## config.mk

```make
export PLATFORM = sky130hd
export DESIGN_NAME = mpu9250_sample_assembler
export DESIGN_NICKNAME = d
export VERILOG_FILES = /design/src/rtl/mpu9250_sample_assembler.sv
export SDC_FILE = /design/constraint.sdc
export NUM_CORES = 1
export LEC_CHECK = 0
export ABC_AREA = 1
export BUFFER_PORTS_ARGS = -buffer_cell sky130_fd_sc_hd__buf_2
export CORE_MARGIN = 2
export CORE_UTILIZATION = 55
export DETAILED_ROUTE_END_ITERATION = 7
export GPL_TIMING_DRIVEN = 0
export HOLD_SLACK_MARGIN = 0.1
export PLACE_DENSITY = 0.75
export REMOVE_ABC_BUFFERS = 1
export SLEW_MARGIN = 20
export SYNTH_ARGS = -nofsm -noshare
export SYNTH_HDL_FRONTEND = slang
export SYNTH_SLANG_ARGS = --single-unit
```

## constraint.sdc

```tcl
create_clock -name s00_axi_aclk -period 4.8 [get_ports s00_axi_aclk]
set_input_delay 1.44 -clock s00_axi_aclk [delete_from_list [all_inputs] [get_ports s00_axi_aclk]]
set_output_delay 1.44 -clock s00_axi_aclk [all_outputs]
set_load 0.02 [all_outputs]
```

## src/rtl/mpu9250_sample_assembler.sv

```systemverilog
// MPU9250 sample assembler: collects 14-byte register bursts into a word bank, served over AXI-Lite reads.
// Optional feature: define MPU9250_SAMPLE_TIMESTAMP_EN to capture a free-running cycle count at each commit (word 5).
module mpu9250_sample_assembler #(
    parameter int BURST_LEN = 14,
    parameter int ERR_CNT_W = 8
) (
    input  logic        s00_axi_aclk,
    input  logic        s00_axi_areset,
    input  logic        clk_en,
    input  logic        rx_burst_start,
    input  logic        rx_byte_valid,
    input  logic [7:0]  rx_byte,
    input  logic        rx_burst_done,
    input  logic        rx_nack,
    input  logic        s00_axi_arvalid,
    input  logic [2:0]  s00_axi_araddr,
    output logic        s00_axi_arready,
    output logic        s00_axi_rvalid,
    output logic [31:0] s00_axi_rdata,
    output logic [1:0]  s00_axi_rresp,
    input  logic        s00_axi_rready,
    output logic        data_ready
);
    // Read channel: AR accepted when arvalid && arready; arready is held low while rvalid is high,
    // so at most one read is outstanding and rdata stays stable until rvalid && rready.
    localparam int IDX_W = $clog2(BURST_LEN + 1);
    localparam logic [IDX_W-1:0] FULL_IDX = IDX_W'(BURST_LEN);

    typedef enum logic [1:0] {
        ST_IDLE    = 2'd0,
        ST_COLLECT = 2'd1,
        ST_FAIL    = 2'd2
    } state_t;

    state_t                 state, state_nx;
    logic [IDX_W-1:0]       idx, idx_nx;
    logic [7:0]             shadow [BURST_LEN];
    logic [7:0]             sh_eff [BURST_LEN];
    logic                   byte_wr, commit, error;
    logic [15:0]            words [7];
    logic [15:0]            sample_count;
    logic [ERR_CNT_W-1:0]   err_count;
    logic                   new_sample, last_err;
    logic                   ar_hs, rd_status;
    logic [31:0]            status, bank_data;
    logic [1:0]             bank_resp;
`ifdef MPU9250_SAMPLE_TIMESTAMP_EN
    logic [31:0]            ts_cnt, ts_cap;
`endif

    always_comb begin
        state_nx = state;
        idx_nx   = idx;
        byte_wr  = 1'b0;
        commit   = 1'b0;
        error    = 1'b0;
        case (state)
            ST_IDLE: begin
                if (rx_burst_start) begin
                    state_nx = ST_COLLECT;
                    idx_nx   = '0;
                end
            end
            ST_COLLECT: begin
                if (rx_burst_start) begin
                    error  = 1'b1;
                    idx_nx = '0;
                end else if (rx_nack) begin
                    state_nx = rx_burst_done ? ST_IDLE : ST_FAIL;
                    error    = rx_burst_done;
                end else if (rx_byte_valid && idx == FULL_IDX) begin
                    state_nx = rx_burst_done ? ST_IDLE : ST_FAIL;
                    error    = rx_burst_done;
                end else begin
                    // A byte arriving with done is stored first, then the count is judged.
                    if (rx_byte_valid) begin
                        byte_wr = 1'b1;
                        idx_nx  = idx + 1'b1;
                    end
                    if (rx_burst_done) begin
                        state_nx = ST_IDLE;
                        commit   = (idx_nx == FULL_IDX);
                        error    = (idx_nx != FULL_IDX);
                    end
                end
            end
            ST_FAIL: begin
                if (rx_burst_start) begin
                    error    = 1'b1;
                    state_nx = ST_COLLECT;
                    idx_nx   = '0;
                end else if (rx_burst_done) begin
                    error    = 1'b1;
                    state_nx = ST_IDLE;
                end
            end
            default: state_nx = ST_IDLE;
        endcase
    end

    always_comb begin
        sh_eff = shadow;
        if (byte_wr) sh_eff[idx] = rx_byte;
    end

    always_ff @(posedge s00_axi_aclk) begin
        if (s00_axi_areset) begin
            state <= ST_IDLE;
            idx   <= '0;
        end else if (clk_en) begin
            state <= state_nx;
            idx   <= idx_nx;
        end
    end

    always_ff @(posedge s00_axi_aclk) begin
        if (clk_en) shadow <= sh_eff;
    end

    assign ar_hs     = s00_axi_arvalid && s00_axi_arready;
    assign rd_status = ar_hs && (s00_axi_araddr == 3'd4);

    always_ff @(posedge s00_axi_aclk) begin
        if (s00_axi_areset) begin
            for (int k = 0; k < 7; k++) words[k] <= '0;
            sample_count <= '0;
            err_count    <= '0;
            new_sample   <= 1'b0;
            last_err     <= 1'b0;
            data_ready   <= 1'b0;
        end else if (clk_en) begin
            data_ready <= commit;
            if (commit) begin
                for (int k = 0; k < 7; k++) words[k] <= {sh_eff[2*k], sh_eff[2*k+1]};
                sample_count <= sample_count + 16'd1;
            end
            if (error && err_count != '1) err_count <= err_count + 1'b1;
            // A flag set in the same cycle as the status read wins over the clear.
            if (commit)         new_sample <= 1'b1;
            else if (rd_status) new_sample <= 1'b0;
            if (error)          last_err <= 1'b1;
            else if (rd_status) last_err <= 1'b0;
        end
    end

`ifdef MPU9250_SAMPLE_TIMESTAMP_EN
    always_ff @(posedge s00_axi_aclk) begin
        if (s00_axi_areset) begin
            ts_cnt <= '0;
            ts_cap <= '0;
        end else if (clk_en) begin
            ts_cnt <= ts_cnt + 32'd1;
            if (commit) ts_cap <= ts_cnt;
        end
    end
`endif

    always_comb begin
        status             = '0;
        status[0]          = new_sample;
        status[1]          = last_err;
        status[8 +: ERR_CNT_W] = err_count;
        status[16 +: IDX_W]    = idx;
        status[21:20]      = state;
        bank_data          = '0;
        bank_resp          = 2'b00;
        case (s00_axi_araddr)
            3'd0: bank_data = {words[1], words[0]};
            3'd1: bank_data = {words[4], words[2]};
            3'd2: bank_data = {words[6], words[5]};
            3'd3: bank_data = {sample_count, words[3]};
            3'd4: bank_data = status;
`ifdef MPU9250_SAMPLE_TIMESTAMP_EN
            3'd5: bank_data = ts_cap;
`endif
            default: bank_resp = 2'b10;
        endcase
    end

    always_ff @(posedge s00_axi_aclk) begin
        if (s00_axi_areset) begin
            s00_axi_arready <= 1'b0;
            s00_axi_rvalid  <= 1'b0;
            s00_axi_rdata   <= '0;
            s00_axi_rresp   <= 2'b00;
        end else if (clk_en) begin
            if (ar_hs) begin
                s00_axi_rvalid  <= 1'b1;
                s00_axi_arready <= 1'b0;
                s00_axi_rdata   <= bank_data;
                s00_axi_rresp   <= bank_resp;
            end else if (s00_axi_rvalid && s00_axi_rready) begin
                s00_axi_rvalid  <= 1'b0;
                s00_axi_arready <= 1'b1;
            end else begin
                s00_axi_arready <= !s00_axi_rvalid;
            end
        end
    end
endmodule
```

-- Yosys cells after proc, flatten, opt, wreduce, memory -nomap -nowiden
Memory sizes are Yosys's and may differ from the RTL's.
Index checks and enable logic that the tools add are counted.
- magnitude comparators: 2
- bitwise operators: 8
- $add $sub $neg: 3
- eq/ne operators: 15
- muxes and demuxes: 61
- reductions and logical operators: 23
- operators with widths (operator ; number):
    $pmux W32 S5 ; 1
    $bwmux W112 ; 1
    $mux W112 ; 1
    $mux W16 ; 7
    $mux W4 ; 9
    $demux W8 S4 ; 1
    $mux W1 ; 29
    $add A16 B1 Y16 const B ; 1
    $mux W2 ; 8
    $reduce_and A2 Y1 ; 6
    $add A8 B1 Y8 const B ; 1
    $eq A4 B4 Y1 const B ; 2
    $mux W8 ; 1
    $ne A8 B8 Y1 const B ; 1
    $pmux W4 S2 ; 1
    $reduce_bool A2 Y1 ; 4
    $or A1 B1 Y1 ; 7
    $eq A3 B2 Y1 const B ; 2
    $logic_and A1 B1 Y1 ; 6
    $ne A3 B3 Y1 const B ; 2
    $pmux W2 S3 ; 1
    $ge A5 B5 Y1 const B ; 1
    $lt A5 B1 Y1 const B ; 1
    $not A4 Y5 ; 1
    16 further kinds ; 17
- bits in registers: 181
- memories: 1
- bits in writable memories: 112
- input port bits: 20
- memories (name ; depth ; width ; rd ports ; clocked after Yosys merged registers in ; write ports ; line ; source):
    words ; 7 ; 16 ; 7 ; 0 ; 7 ; 40 ; logic [15:0] words [7];

-- Depth between registers and ports, before layout
Gate-level depths: netlist (run 1).
- depth after elaboration: 17
- depth in mapped cells: 13
- depth with buffers taken out: 13

-- Least setup slack after synthesis (run 1)
Ideal clock, no wire load.
- kind: input to register
- start: input rx_byte_valid
- end: memory words[0][0] (enable)
- library setup time: 476 ps
- path slack: -85 ps
- cell stages on the path: 7
- arrival time: 4409 ps
- cells stage by stage: inv_1 > nand2_1 > nand2_1 > nand2_1 > nor2_1 > nand3_2 > nand2_1
- RTL lines (what ; line ; source):
    start, declared ; 11 ; input logic rx_byte_valid,
    end, declared ; 40 ;

==> reports/results.md, run 1 <==
| Group | Quantity | Reported |
|---|---|---|
| worst setup path | Worst setup EP type | flip-flop |
| route | Drt initial violations | 1,168 |
| placement | Final estimated routing congestion in global placement | 0.849 |
| global route | Total routing usage reported by global routing | 24.8% |
| global route | Overflow left after global routing | 0 |
| sta | Highest clock frequency the design can meet | 250 MHz |
| cts | Buffer type at the clock tree root | clkbuf_16 |
| floorplanning | Placement row count | 56 |
| route | DR vias/cell | 5.43 |
| worst setup path | Launching instance or port of the critical path | clk_en |
| sta | Post-Route Skew | 15.3 ps |
| worst setup path | WS Path Type | in2reg |
| pwr | Peak supply drop | 0.000328 V |
| sta | Shortest period the worst path allows | 4000 ps |
| layout | Number of antenna cells inserted | 0 |
| pwr | Static Leakage | 6.22 nW |
| pwr | Power per cell area | 383 nW/µm² |
| floorplanning | Horizontal die dimension | 158 µm |
| global route | Pin count of the biggest net entering global routing | 79 |
| floorplanning | Die Outline Area | 25,100 µm² |
| flow run | Max Cap Violations | 0 |
| logic synthesis | Register area share after synthesis | 61.6% |
| sta | Total negative slack for setup checks | 0 ps |
| worst setup path | RR Startpoint | idx[0] |
| worst hold path | Class of the tightest hold or removal check | reg2reg |
| cts | Number of buffers created by CTS | 30 |
| placement | Total of buffers placed on input and output ports | 55 |
| cts | Number of gates resized after CTS | 0 |
| floorplanning | Die H | 158 µm |
| run status | Result of the run | complete, no violations |
| layout | Layout overhead on the synthesized area | 13.0% |
| route | Antenna viol nets, final | 0 |
| global route | Initial antenna violation count | 0 |
| logic synthesis | Distinct cell type count of the synthesized netlist | 37 |
| sta | Final-report max-slew violation count | 0 |
| floorplanning | Initial Utilization | 55.9% |
| cts | Count of clock tree sinks | 292 |
| cts | Cts-stage hold buffer count | 0 |
| sta | RSZ-0062 raised after global routing | false |
| logic synthesis | Primary FF master, synth | edfxtp_1 |
| logic synthesis | Count of yosys warnings during synthesis | 0 |
| sta | Number of setup violations in the final report | 0 |
| cts | Post-CTS Setup Bufs | 0 |
| sta | Worst-margin pin slew | 845 ps |
| floorplanning | CORE AREA | 23,500 µm² |
| worst hold path | Worst hold path startpoint | s00_axi_rdata[25] |
| logic synthesis | Number of instances in the synthesized netlist | 1,395 |
| logic synthesis | Ys async rst share | 0% |
| worst setup path | Largest fanout on the critical path | 78 |
| route | Final wirelength | 30,700 µm |
| cts | Later-pin clock latency in the skew report | 560 ps |
| cts | Clock-pin slew on the worst setup and hold paths | 60 ps |
| sta | Number of failing hold endpoints at the final stage | 0 |
| placement | Post-DP HPWL | 19,100 µm |
| sta | Final period util | 83.3% |
| route | First-pass DRT Iterations | 5 |
| layout | Final net count | 1,468 |
| layout | Share of layout cells above drive strength 1 | 10.2% |
| layout | Post-route core utilization | 63.2% |
| cts | Max clock buf depth | 3 |
| worst setup path | Data arrival at the endpoint of the critical path | 4380 ps |
| logic synthesis | Total standard cell area after synthesis | 13,100 µm² |
| floorplanning | I/O pin count | 57 |
| worst setup path | CP required | 5180 ps |
| logic synthesis | Number of enable-type register cells in the synthesized netlist | 224 |
| sta | Worst relative slew slack | 43.5% |
| route | Overall via count from detail_route | 9,669 |
| global route | First-pass GRT wire length | 48,000 µm |
| route | Post-detailed-route wirelength per cell | 17.2 µm |
| route | Residual DRC count | 0 |
| cts | Number of levels in the clock H-tree | 1 |
| cts | Clock tree from TritonCTS | yes |
| logic synthesis | Avg Synthesized Cell Area | 9.40 µm² |
| logic synthesis | Flip-flop and latch count after synthesis | 292 |
| global route | Number of global-route vias before repair | 9,120 |
| worst setup path | Worst Setup Start Kind | input pin |
[final cells by class]
cell class,count,area [µm²]
clock buffers,33,783
clock inverters,23,282
fillers,1849,8640
inverters,223,837
multi-input cells,824,3920
flip-flops and latches,292,8090
well taps,319,399
repair buffers,67,519
[critical path, stage by stage]
cell and delay, ps:
buf_6 360, buf_16 380, nand3_1 120, nor2_1 140, nand3_2 380, inv_2 400, nand2_4 470, buf_12 370
nor2_1 190
[through the flow]
step / worst slack (ps) / instances / hold WS [ps] / cell area, µm² / total power, mW
global placement: -3670 / 1713 / 452 / 13500 / 3.19
floorplan: -232 / 1339 / 448 / 12800 / 3.07
finish: 803 / 1781 / 459 / 14800 / 5.68
global route: 594 / 1781 / 475 / 14800 / 5.84
CTS: 863 / 1781 / 463 / 14800 / 5.70
detailed placement: 304 / 1725 / 453 / 13800 / 3.21
[report_power, final]
part           internal [mW]  leakage (nW)  total (mW)  switching [mW]
clock                   1.54         0.523        2.52           0.974
combinational         0.0846          2.89       0.307           0.222
sequential              2.82          2.80        2.85          0.0317
[metal layers]
| layer | track usage (%) | part of all wire, % |
|---|---|---|
| met3 | 3.51 | 7.2 |
| met5 | 0 | 0 |
| met2 | 40.6 | 46 |
| met4 | 8.97 | 3.1 |
| met1 | 34.2 | 43 |
[flip-flops by register name (all words and copies together) (netlist names)]
signal and count:
data_ready 1, err_count 8, idx 4, last_err 1
new_sample 1, s00_axi_arready 1, s00_axi_rdata 32, s00_axi_rresp 1
s00_axi_rvalid 1, sample_count 16, shadow 112, state 2
words 112
[cell usage in the layout (no fill, tap or decap), types with 4 or more instances in the layout]
master     Yosys  layout
o21ai_0      117     117
bufinv_16      0       7
a211oi_1       5       5
clkinv_1       1      11
inv_2          4       6
ha_1          10      10
nor2_1       154     153
nor3_1        16      15
o22ai_1        6       6
nand3_1       44      42
o21ai_2       12      12
clkbuf_16      0      31
o21ai_1        6       6
a21oi_1       72      72
edfxtp_1     224     224
inv_1        218     216
nand2_2        6       5
nand4_1       17      17
buf_2          5      53
o2111ai_1     16      16
nor4_1         4       4
nand2_1      307     306
nand3_2        3       5
dfxtp_1       68      68
xor2_1        12      12
clkinv_2       0       5
buf_16         0       4
buf_12         0       4
[logic make-up (layout without fill, tap and decap cells)]
group | Yosys count | after routing | synth area share (%)
AOI/OAI and AO/OA | 244 | 244 | 10.5
xor gates and xnor gates | 12 | 12 | 0.801
DFF | 292 | 292 | 61.7
and+or+nand+nor | 557 | 557 | 17.4
other | 1 | 1 | 0.0286
adders and majority gates | 10 | 10 | 0.954
buffers and inverters | 279 | 346 | 8.69
[worst paths after layout]
| path | end | slack (ps) | depth (start not counted) |
|---|---|---|---|
| worst max-delay path | words[4][4] | 800 | 9 |
| worst min-delay path | s00_axi_rdata[25] | 460 | 2 |
| worst max register to register | words[4][4] | 1530 | 11 |
| worst min register to register | s00_axi_rdata[25] | 460 | 2 |
[cell usage after synthesis (2+ instances only)]
| cell | n | area, µm² |
|---|---|---|
| a211oi_1 | 5 | 37.5 |
| inv_2 | 4 | 15.0 |
| o21ai_2 | 12 | 105 |
| nor2_4 | 2 | 22.5 |
| nand3_1 | 44 | 220 |
| nor2_1 | 154 | 578 |
| a31oi_1 | 2 | 12.5 |
| nor3_1 | 16 | 80.1 |
| xor2_1 | 12 | 105 |
| clkbuf_1 | 35 | 131 |
| inv_1 | 218 | 818 |
| nand2_2 | 6 | 37.5 |
| a21oi_1 | 72 | 360 |
| o22ai_1 | 6 | 37.5 |
| edfxtp_1 | 224 | 6730 |
| buf_6 | 7 | 78.8 |
| nand4_1 | 17 | 106 |
| o21ai_1 | 6 | 30.0 |
| a21oi_2 | 3 | 26.3 |
| nor4_1 | 4 | 25.0 |
| nand3_2 | 3 | 30.0 |
| o21ai_0 | 117 | 586 |
| buf_2 | 5 | 25.0 |
| nand2_1 | 307 | 1150 |
| ha_1 | 10 | 125 |
| o2111ai_1 | 16 | 140 |
| buf_4 | 9 | 67.6 |
| dfxtp_1 | 68 | 1360 |
| o211ai_1 | 3 | 22.5 |
No activity file was read; power rests on OpenSTA's default activity.
==> run 2, diff against run 1 <==
- PLACE_DENSITY: 0.75 -> 0.72
- clock period: 4.8 -> 3.7 ns (I/O delays scaled with it)
==> run 2 against run 1 <==
Compared with the run above:
- combinational power rose by 30%
- worst setup slack got worse by 330 ps
- clock skew fell by 2.0 ps
- first-iteration DRC count rose by 0.51%
- flip-flop and latch count did not move
- worst hold slack improved by 0.90 ps
- final cell count barely moved
==> reports/results.md, run 2 (synthesized netlist as in run 1, its figures left out) <==
| Group | Quantity | Reported | Change |
|---|---|---|---|
| placement | Cell Area, Placed | 13,800 µm² | about the same |
| placement | Total of buffers placed on input and output ports | 55 | unchanged |
| cts | Number of levels in the clock H-tree | 1 | unchanged |
| cts | Max clock buf depth | 3 | unchanged |
| run status | Result of the run | complete, no violations |  |
| pwr | Clock share of power | 44.3% | about the same |
| pwr | Switching Power | 1.62 mW | +32% |
| worst hold path | Class of the tightest hold or removal check | reg2reg |  |
| sta | Total negative slack for setup checks | 0 ps | unchanged |
| worst setup path | WS Path Type | in2reg |  |
| route | DR vias/cell | 5.43 | about the same |
| worst setup path | CP required | 4110 ps | -1070 ps |
| worst setup path | Cell repeated most along the worst path | nor2_1 |  |
| global route | Number of global-route vias before repair | 9,345 | +2.5% |
| layout | Final design instance area without fill | 14,800 µm² | about the same |
| placement | Post-DP HPWL | 19,400 µm | +1.2% |
| worst setup path | Crit path buffers/inverters | 3 | -1 |
| worst setup path | Worst setup EP type | flip-flop |  |
| layout | Layout overhead on the synthesized area | 13.0% | about the same |
| cts | Clock-pin slew on the worst setup and hold paths | 60 ps | about the same |
| sta | Post-Route Skew | 13.3 ps | -2.00 ps |
| cts | Clock tree from TritonCTS | yes |  |
| worst setup path | Cell family with most CP delay | simple AND/OR/NAND/NOR gates |  |
| pwr | Share of power burned in combinational logic | 5.4% | about the same |
| floorplanning | Die H | 158 µm | unchanged |
| floorplanning | Horizontal die dimension | 158 µm | unchanged |
| worst setup path | Largest stage delay on the critical path | 440 ps | -30 ps |
| pwr | Sw Share | 22.1% | +0.44 points |
| sta | Number of setup violations in the final report | 0 | unchanged |
| route | Drt initial violations | 1,174 | +0.51% |
| sta | Worst-margin pin slew | 843 ps | -1.80 ps |
| layout | Post-route core utilization | 63.2% | about the same |
| layout | Final net count | 1,468 | unchanged |
| global route | Overflow left after global routing | 0 | unchanged |
| floorplanning | Initial Utilization | 55.9% | unchanged |
| pwr | Power per cell area | 496 nW/µm² | +30% |
| cts | Count of clock tree sinks | 292 | unchanged |
| floorplanning | I/O pin count | 57 | unchanged |
| sta | Shortest period the worst path allows | 3220 ps |  |
| route | Post-detailed-route wirelength per cell | 17.4 µm | +0.87% |
| worst setup path | Worst Setup Start Kind | input pin |  |
| route | Final wirelength | 31,000 µm | +0.93% |
| sta | RSZ-0062 raised after global routing | false |  |
| pwr | Static Leakage | 6.22 nW | about the same |
| cts | Later-pin clock latency in the skew report | 560 ps | about the same |
| pwr | Share of power burned in registers | 50.3% | about the same |
| floorplanning | Die Outline Area | 25,100 µm² | unchanged |
| flow run | Max Cap Violations | 0 | unchanged |
| worst setup path | Crit path cell chain | buf_6, nand3_1, nor2_1, nand3_2, inv_2, nand2_4, buf_16, nor2_1 |  |
| worst setup path | Data arrival at the endpoint of the critical path | 3630 ps | -750 ps |
| route | Overall via count from detail_route | 9,681 | +0.12% |
| cts | Buffer type at the clock tree root | clkbuf_16 |  |
| cts | Cts-stage hold buffer count | 0 | unchanged |
| pwr | Cell internal pwr | 5.73 mW | +29% |
| layout | Share of layout cells above drive strength 1 | 10.7% | +0.48 points |
| sta | Final period util | 87.1% |  |
| pwr | Peak supply drop | 0.000411 V | +25% |
| layout | Most common cell after layout, fill and taps aside | nand2_1 |  |
| sta | Hold WS | 460 ps | +0.901 ps |
| route | First-pass DRT Iterations | 7 | +2 |
| sta | Final-report max-slew violation count | 0 | unchanged |
| worst setup path | Cell at the slowest stage of the critical path | buf_6 |  |
| cts | Post-CTS Setup Bufs | 0 | unchanged |
| placement | Final estimated routing congestion in global placement | 0.862 | +1.5% |
| global route | Total routing usage reported by global routing | 25.3% | +0.50 points |
| global route | First-pass GRT wire length | 48,900 µm | +1.9% |
| global route | Pin count of the biggest net entering global routing | 66 | -16% |
| sta | Highest clock frequency the design can meet | 310 MHz |  |
| floorplanning | Placement row count | 56 | unchanged |
| cts | Number of buffers created by CTS | 30 | unchanged |
| worst setup path | Largest fanout on the critical path | 55 | -29% |
| sta | Worst relative slew slack | 43.7% | +0.20 points |
| global route | Initial antenna violation count | 1 | +1 |
| route | Antenna viol nets, final | 0 | unchanged |
| sta | Number of failing hold endpoints at the final stage | 0 | unchanged |
| layout | Registers with the most flip-flops | shadow (112), words (112), s00_axi_rdata (32) |  |
| route | Residual DRC count | 0 | unchanged |
| layout | Leading cell types in the layout, fill and taps excluded | nand2_1, edfxtp_1, inv_1, nor2_1, o21ai_0 |  |
| floorplanning | CORE AREA | 23,500 µm² | unchanged |
| cts | Number of gates resized after CTS | 0 | unchanged |
==> run 2: metal layers <==
metal	up-vias	routed length [µm]	GRT usage (%)
li1	4693	-	-
met1	4561	13400	35.0
met2	360	14400	41.4
met3	67	2290	4.03
met4	0	860	8.32
met5	-	0	0
==> run 2: worst paths after layout <==
kind                                        start  slack [ps]                 to  cells past startpoint
worst max register to register             idx[0]         590        words[4][5]                     11
worst min-delay path            s00_axi_rdata[24]         460  s00_axi_rdata[24]                      2
worst max-delay path                       clk_en         480        words[4][5]                      8
worst min register to register  s00_axi_rdata[24]         460  s00_axi_rdata[24]                      2
==> run 2: layout make-up <==
cell class / instances / area [µm²]
Tap cell: 319 / 399
Inverter: 223 / 837
Clock buffer: 34 / 797
Timing Repair Buffer: 67 / 510
Multi-Input combinational cell: 824 / 3920
Sequential cell: 292 / 8090
Clock inverter: 22 / 273
Antenna cell: 1 / 2.50
Fill cell: 1824 / 8640
==> run 2: through the flow <==
stage | total power, mW | setup WS (ps) | instances
after detailed placement | 4.16 | -43.7 | 1725
after floorplan | 3.98 | -1000 | 1339
after global placement | 4.14 | -4530 | 1713
after CTS | 7.38 | 533 | 1781
after global routing | 7.58 | 290 | 1782
final | 7.36 | 477 | 1782
==> run 2: worst reg2reg max path, stage by stage (launching register included) <==
cell and delay, ps:
dfxtp_1 400, inv_1 140, ha_1 300, nand2_1 50, nand2_1 80, nand2_1 50
nor2_1 180, nand3_2 410, inv_2 420, nand2_4 390, buf_16 340, nor2_1 200
==> run 2: power by group through the flow <==
| stage | combinational, mW | sequential (mW) | clock, mW |
|---|---|---|---|
| finish | 0.398 | 3.70 | 3.26 |
| global route | 0.447 | 3.71 | 3.43 |
| CTS | 0.396 | 3.70 | 3.29 |
| detailed placement | 0.393 | 3.77 | 0 |
| global placement | 0.357 | 3.78 | 0 |
| floorplan | 0.213 | 3.77 | 0 |
